`src/rtl/inst_queue_pkg.sv`:
```
// Shared types and widths for the dual-lane instruction queue.
package inst_queue_pkg;

    localparam int unsigned ENTRY_W = 64;
    localparam int unsigned PC_W    = 32;
    localparam int unsigned INST_W  = 32;

    // Field offsets inside one entry: {pc, inst}.
    localparam int unsigned INST_LSB = 0;
    localparam int unsigned PC_LSB   = INST_LSB + INST_W;

    // Two-lane bus widths on either side of the queue.
    localparam int unsigned PRE_TO_IBUS_W  = 2 * ENTRY_W;
    localparam int unsigned TO_NEXT_OBUS_W = 2 * ENTRY_W;

    // Retire count requested by the launch stage.
    typedef enum logic [1:0] {
        POP_NONE = 2'd0,
        POP_ONE  = 2'd1,
        POP_TWO  = 2'd2
    } pop_e;

    typedef struct packed {
        logic [PC_W-1:0]   pc;
        logic [INST_W-1:0] inst;
    } entry_t;

    // lane2 is the younger entry and sits in the upper half of the bus.
    typedef struct packed {
        entry_t lane2;
        entry_t lane1;
    } entry_pair_t;

endpackage

```
`src/rtl/inst_queue_if.sv`:
```
// Fetch-side and launch-side handshake bundle of the instruction queue.
interface inst_queue_if;
    import inst_queue_pkg::*;

    logic                      line1_pre_to_now_valid_i;
    logic                      line2_pre_to_now_valid_i;
    logic [PRE_TO_IBUS_W-1:0]  pre_to_ibus;
    logic                      now_allowin_o;
    logic                      excep_flush_i;
    logic                      branch_flush_i;
    logic                      line1_now_to_next_valid_o;
    logic                      line2_now_to_next_valid_o;
    logic [TO_NEXT_OBUS_W-1:0] to_next_obus;
    logic                      pop_double_i;
    logic                      pop_single_i;

    // Surrounding pipeline: fetch, flush sources and launch.
    modport master (
        output line1_pre_to_now_valid_i, line2_pre_to_now_valid_i, pre_to_ibus,
        output excep_flush_i, branch_flush_i, pop_double_i, pop_single_i,
        input  now_allowin_o, line1_now_to_next_valid_o, line2_now_to_next_valid_o,
        input  to_next_obus
    );

    // The queue itself.
    modport slave (
        input  line1_pre_to_now_valid_i, line2_pre_to_now_valid_i, pre_to_ibus,
        input  excep_flush_i, branch_flush_i, pop_double_i, pop_single_i,
        output now_allowin_o, line1_now_to_next_valid_o, line2_now_to_next_valid_o,
        output to_next_obus
    );

endinterface

```
`src/rtl/inst_queue_ram.sv`:
```
// Entry storage: two write ports, two asynchronous read ports, no reset.
module inst_queue_ram
    import inst_queue_pkg::*;
#(
    parameter int unsigned DEPTH = 8,
    parameter int unsigned PTR_W = 3
) (
    input  logic             clk,
    input  logic             we0_i,
    input  logic [PTR_W-1:0] waddr0_i,
    input  entry_t           wdata0_i,
    input  logic             we1_i,
    input  logic [PTR_W-1:0] waddr1_i,
    input  entry_t           wdata1_i,
    input  logic [PTR_W-1:0] raddr0_i,
    output entry_t           rdata0_o,
    input  logic [PTR_W-1:0] raddr1_i,
    output entry_t           rdata1_o
);

    entry_t mem_q [DEPTH];
    entry_t mem_d [DEPTH];

    // Merge both write ports; their addresses are always distinct.
    always_comb begin
        mem_d = mem_q;
        if (we0_i) mem_d[waddr0_i] = wdata0_i;
        if (we1_i) mem_d[waddr1_i] = wdata1_i;
    end

    // Storage update.
    always_ff @(posedge clk) begin
        mem_q <= mem_d;
    end

    // Zero-latency read of head and head+1.
    always_comb begin
        rdata0_o = mem_q[raddr0_i];
        rdata1_o = mem_q[raddr1_i];
    end

endmodule

```
`src/rtl/inst_queue.sv`:
```
// Dual-lane circular instruction queue feeding the launch stage.
module inst_queue
    import inst_queue_pkg::*;
#(
    parameter int unsigned DEPTH = 8
) (
    input  logic         clk,
    input  logic         rst,
    inst_queue_if.slave  bus
);

    localparam int unsigned PTR_W = $clog2(DEPTH);
    localparam int unsigned CNT_W = PTR_W + 1;

    logic [PTR_W-1:0] head_q, head_d;
    logic [PTR_W-1:0] tail_q, tail_d;
    logic [CNT_W-1:0] count_q, count_d;

    logic        flush, allowin, push_fire;
    logic        we0, we1;
    logic [1:0]  push_n, pop_n;
    logic        pop_over_c;
    pop_e        pop_req;
    entry_pair_t in_pair;
    entry_t      wd0, wd1, rd0, rd1, lane1_out, lane2_out;
    logic        v1, v2;

    // Admission: only a full pair's worth of space opens the input.
    always_comb begin
        flush     = bus.excep_flush_i | bus.branch_flush_i;
        allowin   = ~rst & (count_q <= CNT_W'(DEPTH - 2));
        push_fire = allowin & ~flush;
        bus.now_allowin_o = allowin;
    end

    // Write lanes; a lone lane2 entry is compacted into the tail slot.
    always_comb begin
        in_pair = entry_pair_t'(bus.pre_to_ibus);
        we0     = push_fire & (bus.line1_pre_to_now_valid_i | bus.line2_pre_to_now_valid_i);
        we1     = push_fire & bus.line1_pre_to_now_valid_i & bus.line2_pre_to_now_valid_i;
        wd0     = bus.line1_pre_to_now_valid_i ? in_pair.lane1 : in_pair.lane2;
        wd1     = in_pair.lane2;
        push_n  = {1'b0, we0} + {1'b0, we1};
    end

    // Retire count: double wins, clamped to occupancy, dropped on flush.
    always_comb begin
        pop_req = POP_NONE;
        if (bus.pop_double_i)      pop_req = POP_TWO;
        else if (bus.pop_single_i) pop_req = POP_ONE;
        pop_over_c = ~flush & (CNT_W'(pop_req) > count_q);
        if (flush)           pop_n = 2'(POP_NONE);
        else if (pop_over_c) pop_n = count_q[1:0];
        else                 pop_n = 2'(pop_req);
    end

    // Pointer and occupancy next state; flush empties the queue.
    always_comb begin
        head_d  = head_q + PTR_W'(pop_n);
        tail_d  = tail_q + PTR_W'(push_n);
        count_d = count_q + CNT_W'(push_n) - CNT_W'(pop_n);
        if (flush) begin
            head_d  = '0;
            tail_d  = '0;
            count_d = '0;
        end
    end

    // Pointer and occupancy registers.
    always_ff @(posedge clk) begin
        if (rst) begin
            head_q  <= '0;
            tail_q  <= '0;
            count_q <= '0;
        end else begin
            head_q  <= head_d;
            tail_q  <= tail_d;
            count_q <= count_d;
        end
    end

    inst_queue_ram #(
        .DEPTH (DEPTH),
        .PTR_W (PTR_W)
    ) u_ram (
        .clk      (clk),
        .we0_i    (we0),
        .waddr0_i (tail_q),
        .wdata0_i (wd0),
        .we1_i    (we1),
        .waddr1_i (tail_q + PTR_W'(1)),
        .wdata1_i (wd1),
        .raddr0_i (head_q),
        .rdata0_o (rd0),
        .raddr1_i (head_q + PTR_W'(1)),
        .rdata1_o (rd1)
    );

    // Present the two oldest entries, zeroed when not valid.
    always_comb begin
        v1        = (count_q >= CNT_W'(1)) & ~flush;
        v2        = (count_q >= CNT_W'(2)) & ~flush;
        lane1_out = v1 ? rd0 : entry_t'(0);
        lane2_out = v2 ? rd1 : entry_t'(0);
        bus.line1_now_to_next_valid_o = v1;
        bus.line2_now_to_next_valid_o = v2;
        bus.to_next_obus              = {lane2_out, lane1_out};
    end

    // Launch must never retire more entries than are held.
    a_pop_le_count: assert property (@(posedge clk) disable iff (rst) !pop_over_c);

endmodule

```
`src/flat_wrapper.sv`:
```
// flat-port wrapper written by rule: the top's interface ports become plain ports
module inst_queue_flat import inst_queue_pkg::*;
#(
    parameter int unsigned DEPTH = 8
)
  (clk, rst, bus_line1_pre_to_now_valid_i, bus_line2_pre_to_now_valid_i, bus_pre_to_ibus, bus_excep_flush_i, bus_branch_flush_i, bus_pop_double_i, bus_pop_single_i, bus_now_allowin_o, bus_line1_now_to_next_valid_o, bus_line2_now_to_next_valid_o, bus_to_next_obus);
  inst_queue_if bus_i ();
  input  logic clk;
  input  logic rst;
  input wire logic [$bits(bus_i.line1_pre_to_now_valid_i)-1:0] bus_line1_pre_to_now_valid_i;
  input wire logic [$bits(bus_i.line2_pre_to_now_valid_i)-1:0] bus_line2_pre_to_now_valid_i;
  input wire logic [$bits(bus_i.pre_to_ibus)-1:0] bus_pre_to_ibus;
  input wire logic [$bits(bus_i.excep_flush_i)-1:0] bus_excep_flush_i;
  input wire logic [$bits(bus_i.branch_flush_i)-1:0] bus_branch_flush_i;
  input wire logic [$bits(bus_i.pop_double_i)-1:0] bus_pop_double_i;
  input wire logic [$bits(bus_i.pop_single_i)-1:0] bus_pop_single_i;
  output wire logic [$bits(bus_i.now_allowin_o)-1:0] bus_now_allowin_o;
  output wire logic [$bits(bus_i.line1_now_to_next_valid_o)-1:0] bus_line1_now_to_next_valid_o;
  output wire logic [$bits(bus_i.line2_now_to_next_valid_o)-1:0] bus_line2_now_to_next_valid_o;
  output wire logic [$bits(bus_i.to_next_obus)-1:0] bus_to_next_obus;
  assign bus_i.line1_pre_to_now_valid_i = bus_line1_pre_to_now_valid_i;
  assign bus_i.line2_pre_to_now_valid_i = bus_line2_pre_to_now_valid_i;
  assign bus_i.pre_to_ibus = bus_pre_to_ibus;
  assign bus_i.excep_flush_i = bus_excep_flush_i;
  assign bus_i.branch_flush_i = bus_branch_flush_i;
  assign bus_i.pop_double_i = bus_pop_double_i;
  assign bus_i.pop_single_i = bus_pop_single_i;
  assign bus_now_allowin_o = bus_i.now_allowin_o;
  assign bus_line1_now_to_next_valid_o = bus_i.line1_now_to_next_valid_o;
  assign bus_line2_now_to_next_valid_o = bus_i.line2_now_to_next_valid_o;
  assign bus_to_next_obus = bus_i.to_next_obus;
  inst_queue #(.DEPTH(DEPTH)) u_core (.clk(clk), .rst(rst), .bus(bus_i));
endmodule
```
`config.mk`:
```
export PLATFORM = sky130hd
export DESIGN_NAME = inst_queue_flat
export DESIGN_NICKNAME = d
export VERILOG_FILES = /design/src/rtl/inst_queue_pkg.sv /design/src/rtl/inst_queue_if.sv /design/src/rtl/inst_queue_ram.sv /design/src/rtl/inst_queue.sv /design/src/flat_wrapper.sv
export SDC_FILE = /design/constraint.sdc
export NUM_CORES = 2
export LEC_CHECK = 0
export BUFFER_PORTS_ARGS = -buffer_cell sky130_fd_sc_hd__clkbuf_2
export CAP_MARGIN = 25
export CORE_MARGIN = 10
export CORE_UTILIZATION = 39
export DETAILED_ROUTE_END_ITERATION = 12
export GPL_TIMING_DRIVEN = 0
export HOLD_SLACK_MARGIN = 0.06
export PLACE_DENSITY = 0.67
export SYNTH_ARGS = -nofsm -noshare
export SYNTH_HDL_FRONTEND = slang
export SYNTH_HIERARCHICAL = 1
export SYNTH_SLANG_ARGS = --single-unit
```
`constraint.sdc`:
```
create_clock -name clk -period 5.27 [get_ports clk]
set_input_delay 0.527 -clock clk [delete_from_list [all_inputs] [get_ports clk]]
set_output_delay 0.527 -clock clk [all_outputs]
set_load 0.01 [all_outputs]
```
==> results.py <==
metrics = {
    "cells_and_area": {
        "finalCoreUtilization_pct": 44.9,
        "post_route_cells_drive_above_1_share_pct": 26.9,
        "synthToLayoutAreaGrowth_pct": 14.4,
        "fin_nets": 3597,
        "final_area_mm2": 0.0361,
    },
    "global_routing": {
        "grt_remaining_overflow": 0,
        "grt_pass1_wl_mm": 167,
        "grt.total_usage_pct": 23.3,
        "first_global_vias": 26300,
        "antenna_found_initial": 1,
        "grt_max_degree": 15,
    },
    "placement": {
        "number_of_port_buffers": 265,
        "post-dp-hpwl_mm": 77.0,
        "gp_routability_congestion": 0.876,
        "placement.cell_area_mm2": 0.0342,
    },
    "floorplan": {
        "die_area_mm2": 0.0926,
        "start_util_pct": 39.3,
        "boundaryPins": 267,
        "placeableCoreArea_mm2": 0.0803,
        "chipWidth_um": 304,
        "dieHeight_um": 304,
        "std_cell_rows": 104,
    },
    "clock_tree": {
        "setup_repair_bufs_after_cts": 0,
        "postCtsResizedCells": 0,
        "path_clk_slew_ps": 60,
        "cts_tree": "yes",
        "h_tree_lvl_count": 2,
        "cts.sink_count": 522,
        "clk_path_buf_depth": 3,
        "clk-insertion-delay-late_ps": 640,
        "clock_tree.root_cell": "clkbuf_16",
        "cts_hold_buffers": 0,
        "cts_inserted_buffers": 57,
    },
    "timing": {
        "final.setup_skew_ps": 35.0,
        "timing.slew.headroom_pct": 26.8,
        "tns_ps": 0,
        "report.final.hold_viol_count": 0,
        "setup_repair_after_global_routing_missed_its_margin": "false",
        "setup-violations-final": 0,
        "finalWorstPathRequiredPeriod_ps": 4320,
        "worst-slew-pin-transition_ps": 1100,
        "final_min_period_over_clock_period_pct": 81.9,
        "maxClockFrequency_ghz": 0.232,
        "final_max_slew_viol_count": 0,
    },
    "yosys": {
        "ys_types": 37,
        "synth-async-reset-ratio_pct": 0,
        "synthesis.instances": 3119,
        "post_synth.cell_area_avg_um2": 10.1,
        "ys_warn_count": 6,
        "postSynthRegisterBits": 522,
        "post_synth_instance_area_mm2": 0.0315,
        "synthDominantCellAreaShare_pct": 33.1,
        "synth_top_cells_by_area": "dfxtp_1 (33%), mux4_2 (18%), mux2i_1 (16%)",
        "synth.net_count": 3273,
        "synth-edff-count": 0,
        "dominantRegCellSynth": "dfxtp_1",
        "share_of_the_yosys_chip_area_belonging_to_registers_pct": 33.1,
        "netlist.top_cell.by_area": "dfxtp_1",
    },
    "hold_path": {
        "holdPathStages": 3,
        "hold_path_end": "u_core/head_q[0]",
        "min_from": "rst",
        "worstHoldPathType": "input pin to flop",
    },
    "detailed_routing": {
        "routedWlPerCell_um": 25.0,
        "postRouteWirelength_mm": 114,
        "vias_per_cell": 5.81,
        "length_of_the_first_detailed_routing_pass_in_iterations": 6,
        "ant_nets": 0,
        "initialDrtViolationCount": 2935,
        "detailroute.via_count": 26400,
        "drc_violations": 0,
    },
    "outcome": {
        "outcome": "complete, no violations",
    },
    "worst_setup_path": {
        "cpLargestDelayFamily": "buffers and inverters",
        "critPathBufInv": 3,
        "worstSetupPathType": "flop to primary output",
        "critical_path.reg2reg.endpoint": "u_core/count_q[3]",
        "worstReg2RegStart": "u_core/count_q[3]",
        "critical_path.slowest_cell": "clkbuf_1",
        "critical-path-max-stage-delay_ps": 830,
        "rrSetupSlack_ps": 1950,
        "worst_setup_path_end_kind": "primary output",
        "cp_data_required_time_ps": 4740,
        "worst_r2r_path_depth": 13,
        "worst_path_most_repeated_cell": "clkbuf_1",
        "critPathArrivalTime_ps": 3790,
        "worst-path-max-fanout": 10,
        "crit_path_start_kind": "flop",
        "cp_cell_sequence": "ha_1, xor2_1, clkbuf_1, clkbuf_1, mux2_2, and2_1, clkbuf_2",
    },
    "job": {
        "max_cap_violations": 0,
    },
    "power_and_ir_drop": {
        "ir_drop_mv": 0.242,
        "power_mw": 9.94,
        "power_per_cell_area_mw_per_mm2": 276,
        "total_leakage_power_nw": 14.8,
    },
}
-- logic make-up after synthesis --
family / after synthesis / share of synthesized area [%]
buffers and inverters: 406 / 6.47
and+or+nand+nor: 683 / 9.59
muxes: 963 / 41.5
adders and majority gates: 18 / 0.810
xor gates and xnor gates: 5 / 0.139
AOI/OAI and AO/OA: 522 / 8.35
DFF: 522 / 33.1
-- registers in the layout (all words and copies together), names as in the netlist --
name and flops:
u_core/u_ram/mem_q 512, u_core/count_q 4, u_core/head_q 3, u_core/tail_q 3
-- routing by layer --
layer	track usage [%]	wire length, um
met5	0	0
met4	8.88	4190
met3	6.13	12300
met2	37.5	52500
met1	29.6	44500
-- worst reg2reg max path, cell delays in order (launching register included) --
cell and delay (ps):
dfxtp_1 320, inv_1 90, ha_1 170, a21boi_0 80, a311o_1 320, nor2_1 580, ha_1 270, inv_1 80
fa_1 550, inv_1 60, ha_1 280, nand3_1 100, a211oi_1 80, a31o_2 230
-- Yosys cell counts (all sizes together) (6+ instances only) --
cell	n
dfxtp	522
mux2i	514
nor2	267
nand2	261
a21oi	258
o21ai	258
mux4	256
clkbuf	210
mux2	193
buf	178
and2	131
inv	18
ha	14
and4bb	6
nand4b	6
-- worst max-delay path by stage --
stage	start	endpoint	slack [ps]	cells after the start
2_1_floorplan	bus_line1_pre_to_now_valid_i	u_core/count_q[3]	2100	12
3_3_place_gp	bus_line1_pre_to_now_valid_i	u_core/count_q[3]	1050	12
3_5_place_dp	bus_line1_pre_to_now_valid_i	u_core/count_q[3]	970	12
4_1_cts	u_core/head_q[0]	bus_to_next_obus[95]	1080	7
5_1_grt	u_core/head_q[0]	bus_to_next_obus[95]	950	7
6_report	u_core/head_q[0]	bus_to_next_obus[81]	950	7
-- layout make-up --
| type | instances | area, um^2 |
|---|---|---|
| Antenna cell | 2 | 5.00 |
| Buffer | 388 | 1970 |
| Clock buffer | 88 | 1750 |
| Clock inverter | 13 | 131 |
| Fill cell | 7622 | 44200 |
| Inverter | 18 | 67.6 |
| Multi-Input combinational cell | 2191 | 19000 |
| Sequential cell | 522 | 10500 |
| Tap cell | 1060 | 1330 |
| Timing Repair Buffer | 265 | 1330 |
-- cell usage in the layout, fill, tap and decap left out, types with 2 or more instances in the layout --
cell type	n
dfxtp_1	522
mux2i_1	514
nor2_1	267
clkbuf_2	265
nand2_1	261
a21oi_1	258
mux4_2	256
o21ai_0	246
clkbuf_1	221
mux2_2	193
and2_1	131
clkbuf_16	58
buf_1	55
buf_2	42
buf_6	42
buf_4	39
clkbuf_8	19
inv_1	18
ha_1	14
o21ai_1	12
clkinv_2	8
nand4b_1	6
xor2_1	5
and4bb_2	5
fa_1	4
diode_2	2
clkinvlp_4	2
bufinv_16	2
nand3_1	2
nor4b_2	2
nand4_1	2
-- through the flow --
stage	cells	hold WS [ps]	worst slack [ps]
floorplan	3119	503	2100
global placement	4444	523	1050
detailed placement	4444	536	971
CTS	4545	277	1080
global route	4545	306	949
finish	4547	283	952
-- where the power goes --
part / leakage (nW) / switching, mW / internal, mW / total (mW)
registers: 4.25 / 0.206 / 4.23 / 4.44
logic: 9.57 / 0.648 / 0.761 / 1.41
clock network: 0.931 / 1.73 / 2.37 / 4.09
Power figures use the tool's default switching activity.
